File: config.mk
export PLATFORM = sky130hd
export DESIGN_NAME = ped_key_request_flat
export DESIGN_NICKNAME = d
export VERILOG_FILES = /design/src/rtl/ped_key_request_if.sv /design/src/rtl/ped_key_request.sv /design/src/flat_wrapper.sv
export SDC_FILE = /design/constraint.sdc
export NUM_CORES = 1
export LEC_CHECK = 0
export CORE_MARGIN = 8
export CORE_UTILIZATION = 55
export DETAILED_ROUTE_END_ITERATION = 16
export DONT_BUFFER_PORTS = 1
export HOLD_SLACK_MARGIN = 0.05
export PLACE_DENSITY = 0.73
export SLEW_MARGIN = 0
export SYNTH_ARGS = -nofsm -noshare
export SYNTH_HDL_FRONTEND = slang
export SYNTH_SLANG_ARGS = --single-unit
File: constraint.sdc
create_clock -name i_clk -period 3.6 [get_ports i_clk]
set_input_delay 0.72 -clock i_clk [delete_from_list [all_inputs] [get_ports i_clk]]
set_output_delay 0.72 -clock i_clk [all_outputs]
set_load 0.005 [all_outputs]
File: src/rtl/ped_key_request_if.sv
// Handshake bundle between the pedestrian key front end and its user:
// raw key level and acknowledge in, latched request, press pulse and debounced level out.
interface ped_key_request_if;
  logic i_key_n;
  logic i_ack;
  logic o_req;
  logic o_press;
  logic o_key_state;

  modport master (
    output i_key_n,
    output i_ack,
    input  o_req,
    input  o_press,
    input  o_key_state
  );

  modport slave (
    input  i_key_n,
    input  i_ack,
    output o_req,
    output o_press,
    output o_key_state
  );
endinterface

File: src/rtl/ped_key_request.sv
// Pedestrian push-button front end: synchronise and debounce the active-low key,
// pulse once per accepted press, and latch a crossing request with a post-ack hold-off.
module ped_key_request #(
  parameter logic [31:0] DEBOUNCE = 32'd1_000_000 - 32'd1,
  parameter logic [31:0] HOLDOFF  = 32'd50_000_000 - 32'd1
) (
  input  logic                i_clk,
  input  logic                i_rst_n,
  ped_key_request_if.slave    bus
);

  typedef enum logic [1:0] {
    IDLE  = 2'd0,
    PWAIT = 2'd1,
    DOWN  = 2'd2,
    RWAIT = 2'd3
  } state_e;

  logic        sync1_q, sync1_d;
  logic        sync2_q, sync2_d;
  logic        key_s;
  state_e      state_q, state_d;
  logic [31:0] cnt_q, cnt_d;
  logic [31:0] holdoff_q, holdoff_d;
  logic        req_q, req_d;
  logic        press_q, press_d;
  logic        key_state_q, key_state_d;
  logic        ack_hit_s;

  // Next-state logic: synchroniser shift, debounce FSM, request latch and hold-off timer.
  always_comb begin
    sync1_d = bus.i_key_n;
    sync2_d = sync1_q;
    key_s   = ~sync2_q;
    state_d = state_q;
    cnt_d   = cnt_q;
    press_d = 1'b0;

    case (state_q)
      IDLE: begin
        if (key_s) begin
          state_d = PWAIT;
          cnt_d   = 32'd0;
        end else begin
          state_d = IDLE;
        end
      end
      PWAIT: begin
        if (!key_s) begin
          state_d = IDLE;
        end else if (cnt_q == DEBOUNCE) begin
          state_d = DOWN;
          press_d = 1'b1;
        end else begin
          cnt_d = cnt_q + 32'd1;
        end
      end
      DOWN: begin
        if (!key_s) begin
          state_d = RWAIT;
          cnt_d   = 32'd0;
        end else begin
          state_d = DOWN;
        end
      end
      RWAIT: begin
        if (key_s) begin
          state_d = DOWN;
        end else if (cnt_q == DEBOUNCE) begin
          state_d = IDLE;
        end else begin
          cnt_d = cnt_q + 32'd1;
        end
      end
      default: begin
        state_d = IDLE;
        cnt_d   = 32'd0;
      end
    endcase

    key_state_d = (state_d == DOWN) || (state_d == RWAIT);

    // An acknowledge only counts against a pending request, and it beats a same-edge press.
    ack_hit_s = bus.i_ack & req_q;
    if (ack_hit_s) begin
      req_d     = 1'b0;
      holdoff_d = HOLDOFF;
    end else begin
      if (press_d && (holdoff_q == 32'd0)) begin
        req_d = 1'b1;
      end else begin
        req_d = req_q;
      end
      if (holdoff_q != 32'd0) begin
        holdoff_d = holdoff_q - 32'd1;
      end else begin
        holdoff_d = 32'd0;
      end
    end
  end

  // State and output registers; reset releases the synchroniser to the unpressed level.
  always_ff @(posedge i_clk or negedge i_rst_n) begin
    if (!i_rst_n) begin
      sync1_q     <= 1'b1;
      sync2_q     <= 1'b1;
      state_q     <= IDLE;
      cnt_q       <= 32'd0;
      holdoff_q   <= 32'd0;
      req_q       <= 1'b0;
      press_q     <= 1'b0;
      key_state_q <= 1'b0;
    end else begin
      sync1_q     <= sync1_d;
      sync2_q     <= sync2_d;
      state_q     <= state_d;
      cnt_q       <= cnt_d;
      holdoff_q   <= holdoff_d;
      req_q       <= req_d;
      press_q     <= press_d;
      key_state_q <= key_state_d;
    end
  end

  assign bus.o_req       = req_q;
  assign bus.o_press     = press_q;
  assign bus.o_key_state = key_state_q;

endmodule

File: src/flat_wrapper.sv
// flat-port wrapper written by rule: the top's interface ports become plain ports
module ped_key_request_flat 
#(
  parameter logic [31:0] DEBOUNCE = 32'd1_000_000 - 32'd1,
  parameter logic [31:0] HOLDOFF  = 32'd50_000_000 - 32'd1
)
  (i_clk, i_rst_n, bus_i_key_n, bus_i_ack, bus_o_req, bus_o_press, bus_o_key_state);
  ped_key_request_if bus_i ();
  input  logic i_clk;
  input  logic i_rst_n;
  input wire logic [$bits(bus_i.i_key_n)-1:0] bus_i_key_n;
  input wire logic [$bits(bus_i.i_ack)-1:0] bus_i_ack;
  output wire logic [$bits(bus_i.o_req)-1:0] bus_o_req;
  output wire logic [$bits(bus_i.o_press)-1:0] bus_o_press;
  output wire logic [$bits(bus_i.o_key_state)-1:0] bus_o_key_state;
  assign bus_i.i_key_n = bus_i_key_n;
  assign bus_i.i_ack = bus_i_ack;
  assign bus_o_req = bus_i.o_req;
  assign bus_o_press = bus_i.o_press;
  assign bus_o_key_state = bus_i.o_key_state;
  ped_key_request #(.DEBOUNCE(DEBOUNCE), .HOLDOFF(HOLDOFF)) u_core (.i_clk(i_clk), .i_rst_n(i_rst_n), .bus(bus_i));
endmodule
==> summary.md, run 1 <==
| Metric | Value |
|---|---|
| Nets | `399` |
| Core Box Area | `0.006794 mm²` |
| Ys flop type | `dfrtp_1` |
| Reg clk slew, reported paths | `70 ps` |
| Die height | `99.64 µm` |
| Fmax | `381.8 MHz` |
| Vias per inst | `6.144` |
| Mapped cell area | `0.003847 mm²` |
| Layout area overhead | `8.260%` |
| First-pass GRT wire length | `14.05 mm` |
| Num CTS Buffers | `9` |
| Final core area utilization | `61.31%` |
| Core Rows | `30` |
| Final Max Slew Viols | `0` |
| Initial Util | `56.63%` |
| Critical path's top delay family | `simple AND/OR/NAND/NOR gates` |
| Setup TNS | `0 ps` |
| Buf/Inv on CP | `0` |
| Max-cap violations | `0` |
| Drt first pass iters | `4` |
| EDFF count, synth | `0` |
| WS Path Type | `reg2reg` |
| Leading area contributor after synthesis | `dfrtp_1` |
| # IOs | `7` |
| Routed Antenna Nets | `0` |
| Slowest-stage cell, CP | `or4_1` |
| Diodes inserted | `0` |
| Crit Path Max Fanout | `23` |
| Die Span X | `99.64 µm` |
| Via Count | `3,023` |
| Non-filler instance count after layout | `492` |
| Remaining DRCs | `0` |
| Power per cell area | `463.1 mW/mm²` |
| Antenna violations before repair | `0` |
| Met1 Routed Length | `3.834 mm` |
| DR iter-0 viols | `163` |
| Critical-path cell list | `or4_1 -> or3_4 -> nor3_4 -> nand2b_4 -> o311ai_0` |
| Layout cells sized above 1 | `10.61%` |
| Clock period minus worst slack | `2619 ps` |
| Clock Sink Count | `71` |
| Total GRT Usage | `17.73%` |
| Post-DP HPWL | `5.158 mm` |
| Clk root buf | `clkbuf_8` |
| Final Hold Fails | `0` |
| Clock share of power | `40.3%` |
| Synth unique cells | `57` |
| Port bufs | `0` |
| Dpl cells | `475` |
| Sequential power share | `49.3%` |
| Critical Path AT | `2830 ps` |
| Final instance area | `0.004165 mm²` |
| Most frequent cells in the layout | `69 x dfrtp_1, 35 x nor2_1, 29 x o21ai_0, 27 x xnor2_1, 21 x nand2_1` |
| Sequential share of the synthesized area | `46.24%` |
| Post-synth net total | `400` |
| Synth top area cells | `dfrtp_1 45%, xnor2_1 6.1%, o21ai_0 3.8%` |
| Largest net degree at the start of global routing | `62` |
| Maximum vdd ir drop | `0.0002991 V` |
| Run status | `complete, no violations` |
| Min-Delay Path Class | `in2async` |
| Worst Max-Slew Pin Slew | `847.0 ps` |
| #FFs+latches synth | `71` |
| Crit end category | `register` |
| Clock Tree Buf Depth | `2` |
| Critical Path Max Stage Delay | `550 ps` |
| Worst Path Required | `3810 ps` |
| Pleak | `1.668 nW` |
| Avg Inst Size Synth | `9.790 µm²` |
| Ys async rst share | `100.0%` |
| DR top layer | `met4` |
| Number of global-route vias before repair | `2,911` |
| Internal | `0.001437 W` |
| Post-Syn Instances | `393` |
| Routability Congestion | `0.8206` |
| CTS tree | `yes` |
| Tcrit/Tclk final | `72.76%` |
| Overflow after GRT | `0` |
| CP startpoint kind | `register` |
| DIE AREA | `0.009928 mm²` |
| Worst skew pair latency | `360 ps` |
| Gate power share | `10.4%` |
| Sw Pwr | `0.0004920 W` |
| Sw Ratio | `25.51%` |
| Slew HR | `43.13%` |
| RSZ-0062 raised after global routing | `false` |
| Drt total wl | `8.102 mm` |
| Worst clock skew | `9.977 ps` |
| Hold slack | `202.8 ps` |
| H-Tree Depth | `3` |
| Finish-stage setup viols | `0` |
| Synth top area share | `44.88%` |
| Most common cell after layout, fill and taps aside | `dfrtp_1` |
| Routed met2 length | `3.836 mm` |
| Yosys Warn Count | `0` |
| Routed WL per cell | `16.47 µm` |
| Placed cell areas | `0.003884 mm²` |
| Metal3 WL | `308 µm` |
[final timing paths]
check / start / slack, ps / depth (start not counted) / endpoint
min in group i_clk: bus_i_key_n / 360 / 0 / u_core.sync1_q
max in group asynchronous: i_rst_n / 2510 / 1 / u_core.cnt_q[12]
worst max-delay path: u_core.cnt_q[23] / 980 / 5 / u_core.cnt_q[9]
worst max register to register: u_core.cnt_q[23] / 980 / 5 / u_core.cnt_q[9]
worst min-delay path: i_rst_n / 200 / 0 / u_core.sync1_q
worst min register to register: u_core.sync1_q / 360 / 0 / u_core.sync2_q
[Yosys cell counts (all sizes together), types with 10 or more instances]
master	n
a21oi	10
nor2	35
xnor2	27
or3	10
clkbuf	10
nor3	20
dfrtp	69
nand3	19
nand4	14
nand2	21
mux2i	13
nor4	21
o21ai	30
[layout make-up]
type,count,area (µm²)
multi-input cells,295,1921
flip-flops and latches,71,1779
clock buffers,10,137.6
fillers,572,2629
well taps,96,120.1
repair buffers,6,67.56
clock inverters,5,106.4
inverters,9,33.78
[logic make-up (layout without fill, tap and decap cells)]
kind of cell    Yosys count  count (layout)  synth area share (%)
mux                      14              14                 3.675
flops                    71              71                 46.24
xor+xnor                 30              30                 6.829
buf+inv                  27              30                 4.195
compound gates           73              73                 12.29
fa+ha+maj                 3               3                0.9757
simple gates            175             175                 25.79
[registers in the layout, summed over array words and instances, names as in the netlist]
| name | flops |
|---|---|
| u_core.bus.o_press | 1 |
| u_core.sync2_q | 1 |
| u_core.bus.o_req | 1 |
| u_core.sync1_q | 1 |
| u_core.holdoff_q | 32 |
| u_core.state_q | 2 |
| u_core.cnt_q | 32 |
| u_core.bus.o_key_state | 1 |
[power groups by stage]
stage               logic, W  registers, W  clock network, W
floorplan           0.000158      0.000947                 0
global placement    0.000179      0.000960                 0
detailed placement  0.000181      0.000964                 0
CTS                 0.000203      0.000949          0.000793
global route        0.000234      0.000964          0.000828
finish              0.000201      0.000950          0.000778
[per-layer routing]
layer,global-route usage [%],vias to the layer above
met5,0,-
met4,7.218,0
met3,4.539,11
met2,28.31,60
met1,22.33,1488
li1,-,1464
[per-stage QoR]
stage / setup slack [ps] / power [W]
after global routing: 865.3 / 0.002026
after detailed placement: 993.2 / 0.001145
after CTS: 1004 / 0.001945
after floorplan: 1498 / 0.001104
after global placement: 1058 / 0.001139
final: 980.5 / 0.001929
[what timing repair did]
action	in CTS	in global routing
resized for setup	0	0
hold buffers	2	0
endpoints found under the hold margin	61	0
setup endpoints to repair	0	0
buffers inserted	0	0
No activity file was read; power rests on OpenSTA's default activity.
==> run 2, diff against run 1 <==
- PLACE_DENSITY: 0.73 -> 0.76
- clock period: 3.6 -> 2.23 ns (I/O delays scaled with it)
==> summary.md, run 2 (synthesized netlist as in run 1, its figures left out) <==
| Metric | Value |
|---|---|
| Power per cell area | `646.3 mW/mm² (+40%)` |
| Worst clock skew | `10.99 ps (+1.017 ps)` |
| Placed cell areas | `0.004104 mm² (+5.7%)` |
| Core Rows | `30 (unchanged)` |
| Initial Util | `56.63% (unchanged)` |
| Final Hold Fails | `0 (unchanged)` |
| R2r startpoint | `u_core.cnt_q[0]` |
| Reg clk slew, reported paths | `80 ps (about the same)` |
| Critical Path AT | `2410 ps (-420 ps)` |
| Worst Max-Slew Pin Slew | `674.5 ps (-172.5 ps)` |
| Reg2Reg Depth | `8 (+3)` |
| Maximum vdd ir drop | `0.0002402 V (-20%)` |
| Sw Pwr | `0.0007965 W (+62%)` |
| Nets | `429 (+7.5%)` |
| Routed Antenna Nets | `0 (unchanged)` |
| Flop-to-flop setup slack | `60 ps (-920 ps)` |
| Routability Congestion | `0.8750 (+6.6%)` |
| Clock Sink Count | `71 (unchanged)` |
| Gate power share | `12.4% (+2.0 points)` |
| Antenna violations before repair | `0 (unchanged)` |
| R2R Path End | `u_core.cnt_q[24]` |
| Critical Path Start | `u_core.cnt_q[0]` |
| Max-cap violations | `0 (unchanged)` |
| Post-DP HPWL | `5.463 mm (+5.9%)` |
| WS Path Type | `reg2reg` |
| CP startpoint kind | `register` |
| Crit end category | `register` |
| DR iter-0 viols | `168 (+3.1%)` |
| Setup crit end | `u_core.cnt_q[24]` |
| Clock share of power | `33.3% (-7.0 points)` |
| Run status | `complete, no violations` |
| Pleak | `1.805 nW (+8.2%)` |
| Worst skew pair latency | `350 ps (about the same)` |
| Drt total wl | `8.283 mm (+2.2%)` |
| Crit Path Max Fanout | `5 (-78%)` |
| Internal | `0.002030 W (+41%)` |
| RSZ-0062 raised after global routing | `true` |
| Clock Tree Buf Depth | `2 (unchanged)` |
| Via Count | `3,111 (+2.9%)` |
| Dpl cells | `501 (+5.5%)` |
| # IOs | `7 (unchanged)` |
| Vias per inst | `5.948 (-3.2%)` |
| Hold depth | `0` |
| DIE AREA | `0.009928 mm² (unchanged)` |
| Die height | `99.64 µm (unchanged)` |
| Total GRT Usage | `17.85% (+0.13 points)` |
| Diodes inserted | `0 (unchanged)` |
| Routed WL per cell | `15.84 µm (-3.8%)` |
| Overflow after GRT | `0 (unchanged)` |
| Num CTS Buffers | `9 (unchanged)` |
| Layout area overhead | `13.69%` |
| Sw Ratio | `28.17% (+2.7 points)` |
| Number of global-route vias before repair | `3,055 (+4.9%)` |
| Final instance area | `0.004374 mm² (+5.0%)` |
| Sequential power share | `54.3% (+5.0 points)` |
| Finish-stage setup viols | `0 (unchanged)` |
| Non-filler instance count after layout | `523 (+6.3%)` |
| Clk root buf | `clkbuf_8` |
| CTS tree | `yes` |
| Worst Path Required | `2470 ps (-1340 ps)` |
| Core Box Area | `0.006794 mm² (unchanged)` |
| Most common cell after layout, fill and taps aside | `dfrtp_1` |
| First-pass GRT wire length | `14.40 mm (+2.5%)` |
| Min-Delay Path Class | `in2reg` |
| Largest net degree at the start of global routing | `72 (+16%)` |
| H-Tree Depth | `3 (unchanged)` |
| Die Span X | `99.64 µm (unchanged)` |
| Remaining DRCs | `0 (unchanged)` |
| Final Max Slew Viols | `0 (unchanged)` |
| Overall power | `0.002827 W (+47%)` |
| Clock period minus worst slack | `2168 ps (-451.7 ps)` |
| Most frequent cells in the layout | `69 x dfrtp_1, 35 x nor2_1, 30 x buf_4, 29 x o21ai_0, 27 x xnor2_1` |
| Tcrit/Tclk final | `97.21% (+24 points)` |
| Hold slack | `81.50 ps (-121.3 ps)` |
| Top flop regs | `u_core.cnt_q: 32 flops, u_core.holdoff_q: 32 flops, u_core.state_q: 2 flops` |
| Layout cells sized above 1 | `16.86% (+6.3 points)` |
| Drt first pass iters | `4 (unchanged)` |
| Slew HR | `54.99% (+12 points)` |
| Fmax | `461.3 MHz (+21%)` |
| Port bufs | `0 (unchanged)` |
## run 2: layer usage
metal / vias up / wire [µm] / track usage, %
met4: 0 / 156 / 8.731
met3: 13 / 264 / 3.561
met2: 47 / 3815 / 27.22
li1: 1512 / - / -
met5: - / 0 / 0
met1: 1539 / 4047 / 23.63
## run 2: critical path: stages, from the launching register on
cell	delay, ps
dfrtp_1	390
ha_1	180
nand4_1	190
nor4_2	350
buf_4	190
buf_4	120
nand4_1	120
and3_1	210
a211o_2	300
## run 2: final cells by class
type | instances | area (µm²)
clock buffers | 13 | 158.9
clock inverters | 3 | 17.52
fillers | 529 | 2420
inverters | 9 | 33.78
multi-input cells | 295 | 1931
flip-flops and latches | 71 | 1779
well taps | 96 | 120.1
repair buffers | 36 | 334.1
## run 2: repair_timing
action	CTS	global route
resized for setup	0	3
hold buffers	2	0
endpoints found under the setup margin	0	5
hold endpoints to repair	71	0
setup buffers	0	4
## run 2: how the worst min path moves through the flow
stage,start,to
floorplan,i_rst_n,u_core.bus.o_key_state
global placement,i_rst_n,u_core.state_q[1]
detailed placement,i_rst_n,u_core.state_q[1]
CTS,bus_i_key_n,u_core.sync1_q
global route,bus_i_key_n,u_core.sync1_q
finish,bus_i_key_n,u_core.sync1_q
## run 2: metrics by stage
stage | worst slack (ps) | setup TNS [ps] | utilization, %
global route | -16.21 | -28.68 | 64.38
CTS | 33.46 | 0 | 63.55
detailed placement | 57.64 | 0 | 60.41
finish | 62.26 | 0 | 64.38
global placement | 100.7 | 0 | 60.41
floorplan | 128.1 | 0 | -
## run 2: power by group through the flow
stage / sequential, W / combinational, W / clock [W]
2_1_floorplan: 0.00153 / 0.000254 / 0
3_3_place_gp: 0.00155 / 0.000306 / 0
3_5_place_dp: 0.00156 / 0.000315 / 0
4_1_cts: 0.00153 / 0.000352 / 0.000958
5_1_grt: 0.00155 / 0.000404 / 0.00101
6_report: 0.00153 / 0.000351 / 0.000941
==> run 3, diff against run 2 <==
- CORE_ASPECT_RATIO: unset -> 1.4
- PLACE_DENSITY: 0.76 -> 0.73
- SLEW_MARGIN: 0 -> 20
- clock period: 2.23 -> 2.5 ns (I/O delays scaled with it)
==> summary.md, run 3 (synthesized netlist as in run 1, its figures left out) <==
| Metric | Value |
|---|---|
| Run status | `complete, no violations` |
| Core Rows | `36 (+20%)` |
| Final Max Slew Viols | `0 (unchanged)` |
| Remaining DRCs | `0 (unchanged)` |
| Top Usage Layer GRT | `met2` |
| DIE AREA | `0.009965 mm² (+0.37%)` |
| Placed cell areas | `0.003950 mm² (-3.8%)` |
| Slowest-stage cell, CP | `nor4_1` |
| Initial Util | `55.83% (-0.80 points)` |
| Post-CTS Setup Inserts | `0 (unchanged)` |
| Drt first pass iters | `4 (unchanged)` |
| Port bufs | `0 (unchanged)` |
| Reg clk slew, reported paths | `80 ps (about the same)` |
| Multi-input logic area | `0.001921 mm² (-0.52%)` |
| FF/Latch Area | `0.001779 mm² (unchanged)` |
| Worst clock skew | `13.93 ps (+2.938 ps)` |
| Die height | `115.0 µm (+15%)` |
| H-Tree Depth | `3 (unchanged)` |
| Met1 Use GR | `20.57% (-3.1 points)` |
| Core Box Area | `0.006892 mm² (+1.4%)` |
| Met3 GRT Util | `4.292% (+0.73 points)` |
| Top flop regs | `u_core.cnt_q: 32 flops, u_core.holdoff_q: 32 flops, u_core.state_q: 2 flops` |
| Via Count | `3,061 (-1.6%)` |
| Clock Sink Count | `71 (unchanged)` |
| Post-DP HPWL | `5.506 mm (+0.78%)` |
| Pleak | `1.705 nW (-5.6%)` |
| Crit end category | `register` |
| Fmax | `445.5 MHz (-3.4%)` |
| Most frequent cells in the layout | `69 x dfrtp_1, 35 x nor2_1, 29 x o21ai_0, 27 x xnor2_1, 21 x nand2_1` |
| Nets | `408 (-4.9%)` |
| Num CTS Buffers | `9 (unchanged)` |
| # IOs | `7 (unchanged)` |
| Final Hold Fails | `0 (unchanged)` |
| WS Path Type | `reg2reg` |
| DR iter-0 viols | `119 (-29%)` |
| Met2 usage | `31.03% (+3.8 points)` |
| Worst skew pair latency | `340 ps (about the same)` |
| Flop-to-flop setup slack | `260 ps (+190 ps)` |
| Dpl cells | `483 (-3.6%)` |
| Most common cell after layout, fill and taps aside | `dfrtp_1` |
| Tcrit/Tclk final | `89.79% (-7.4 points)` |
| Drt total wl | `8.337 mm (+0.65%)` |
| Routed Antenna Nets | `0 (unchanged)` |
| Buf/Inv on CP | `0 (-2)` |
| Overall power | `0.002700 W (-4.5%)` |
| CTS tree | `yes` |
| Worst Path Required | `2710 ps (+240 ps)` |
| RSZ-0062 raised after global routing | `false` |
| Critical path's top delay family | `simple AND/OR/NAND/NOR gates` |
| Final instance area | `0.004208 mm² (-3.8%)` |
| Diodes inserted | `0 (unchanged)` |
| Setup TNS | `0 ps (unchanged)` |
| Clock Tree Buf Depth | `2 (unchanged)` |
| Power per cell area | `641.7 mW/mm² (-0.70%)` |
| Maximum vdd ir drop | `0.0003934 V (+64%)` |
| Number of global-route vias before repair | `2,951 (-3.4%)` |
| Layout cells sized above 1 | `12.59% (-4.3 points)` |
| Die Span X | `86.69 µm (-13%)` |
| Max-cap violations | `0 (unchanged)` |
| Vias per inst | `6.122 (+2.9%)` |
| Clock period minus worst slack | `2245 ps (+76.94 ps)` |
| Non-filler instance count after layout | `500 (-4.4%)` |
| Critical Path AT | `2450 ps (+40 ps)` |
| Critical Path Max Stage Delay | `550 ps (+160 ps)` |
| Routed WL per cell | `16.67 µm (+5.3%)` |
| Worst Max-Slew Pin Slew | `781.6 ps (+107.1 ps)` |
| Layout fillers | `601 (+14%)` |
| Slew HR | `47.85% (-7.1 points)` |
| Layout area overhead | `9.366%` |
| Critical-path cell list | `nor4_1 -> nand3_1 -> nor4_2 -> a21o_1 -> nor2_1` |
| CP startpoint kind | `register` |
| Clk root buf | `clkbuf_8` |
| Total GRT Usage | `18.01% (+0.16 points)` |
| Hold slack | `142.4 ps (+60.92 ps)` |
| Finish-stage setup viols | `0 (unchanged)` |
| Largest net degree at the start of global routing | `72 (unchanged)` |
| Overflow after GRT | `0 (unchanged)` |
| CTS resizes | `0 (unchanged)` |
| First-pass GRT wire length | `14.21 mm (-1.3%)` |
| Antenna violations before repair | `0 (unchanged)` |
| Min-Delay Path Class | `in2reg` |
| Crit Path Max Fanout | `14 (+9)` |
| Routability Congestion | `0.8935 (+2.1%)` |
[run 3: cell count changes in the layout (fill, tap and decap cells not counted), sizes merged]
| cell | before | now |
|---|---|---|
| buf | 35 | 14 |
| clkbuf | 13 | 10 |
| bufinv | 0 | 2 |
| clkinv | 2 | 3 |
| clkinvlp | 1 | 0 |
[run 3: area by class of cell]
cell class	count	share of cell area, %
clock buffer	10	3.271
clock inverter	5	1.963
inverter	9	0.8029
multi-input combinational	295	45.64
sequential	71	42.28
tap	95	2.825
timing repair buffer	15	3.211
[run 3: report_power, final]
part | leakage [nW] | internal [W] | total (W) | switching, W
combinational | 0.706 | 0.000139 | 0.000302 | 0.000164
sequential | 0.887 | 0.00125 | 0.00137 | 0.000119
clock | 0.112 | 0.000586 | 0.00103 | 0.000442
[run 3: path summary, 6_finish.rpt]
check                                     start              endpoint  cells past startpoint
setup / recovery           u_core.holdoff_q[16]  u_core.holdoff_q[26]                      5
max in group asynchronous               i_rst_n        u_core.sync1_q                      2
min in group asynchronous               i_rst_n   u_core.holdoff_q[0]                      2
setup reg to reg           u_core.holdoff_q[16]  u_core.holdoff_q[26]                      5
hold / removal                      bus_i_key_n        u_core.sync1_q                      0
hold reg to reg                  u_core.sync1_q        u_core.sync2_q                      0
[run 3: repair_timing]
| item | in CTS | in global routing |
|---|---|---|
| endpoints found under the setup margin | 0 | 0 |
| hold endpoints to repair | 71 | 0 |
| hold buffers | 2 | 0 |
[run 3: per-layer routing]
| metal | share of wire, % | up-vias |
|---|---|---|
| li1 | - | 1473 |
| met1 | 41 | 1503 |
| met2 | 53 | 70 |
| met3 | 3.9 | 15 |
| met4 | 2.1 | 0 |
| met5 | 0 | - |
[run 3: stage by stage]
stage               setup WS (ps)  utilization [%]
detailed placement          276.8            57.32
CTS                         276.7            61.06
global placement            341.3            57.32
finish                      255.3            61.06
floorplan                   398.1                -
global route                111.8            61.06
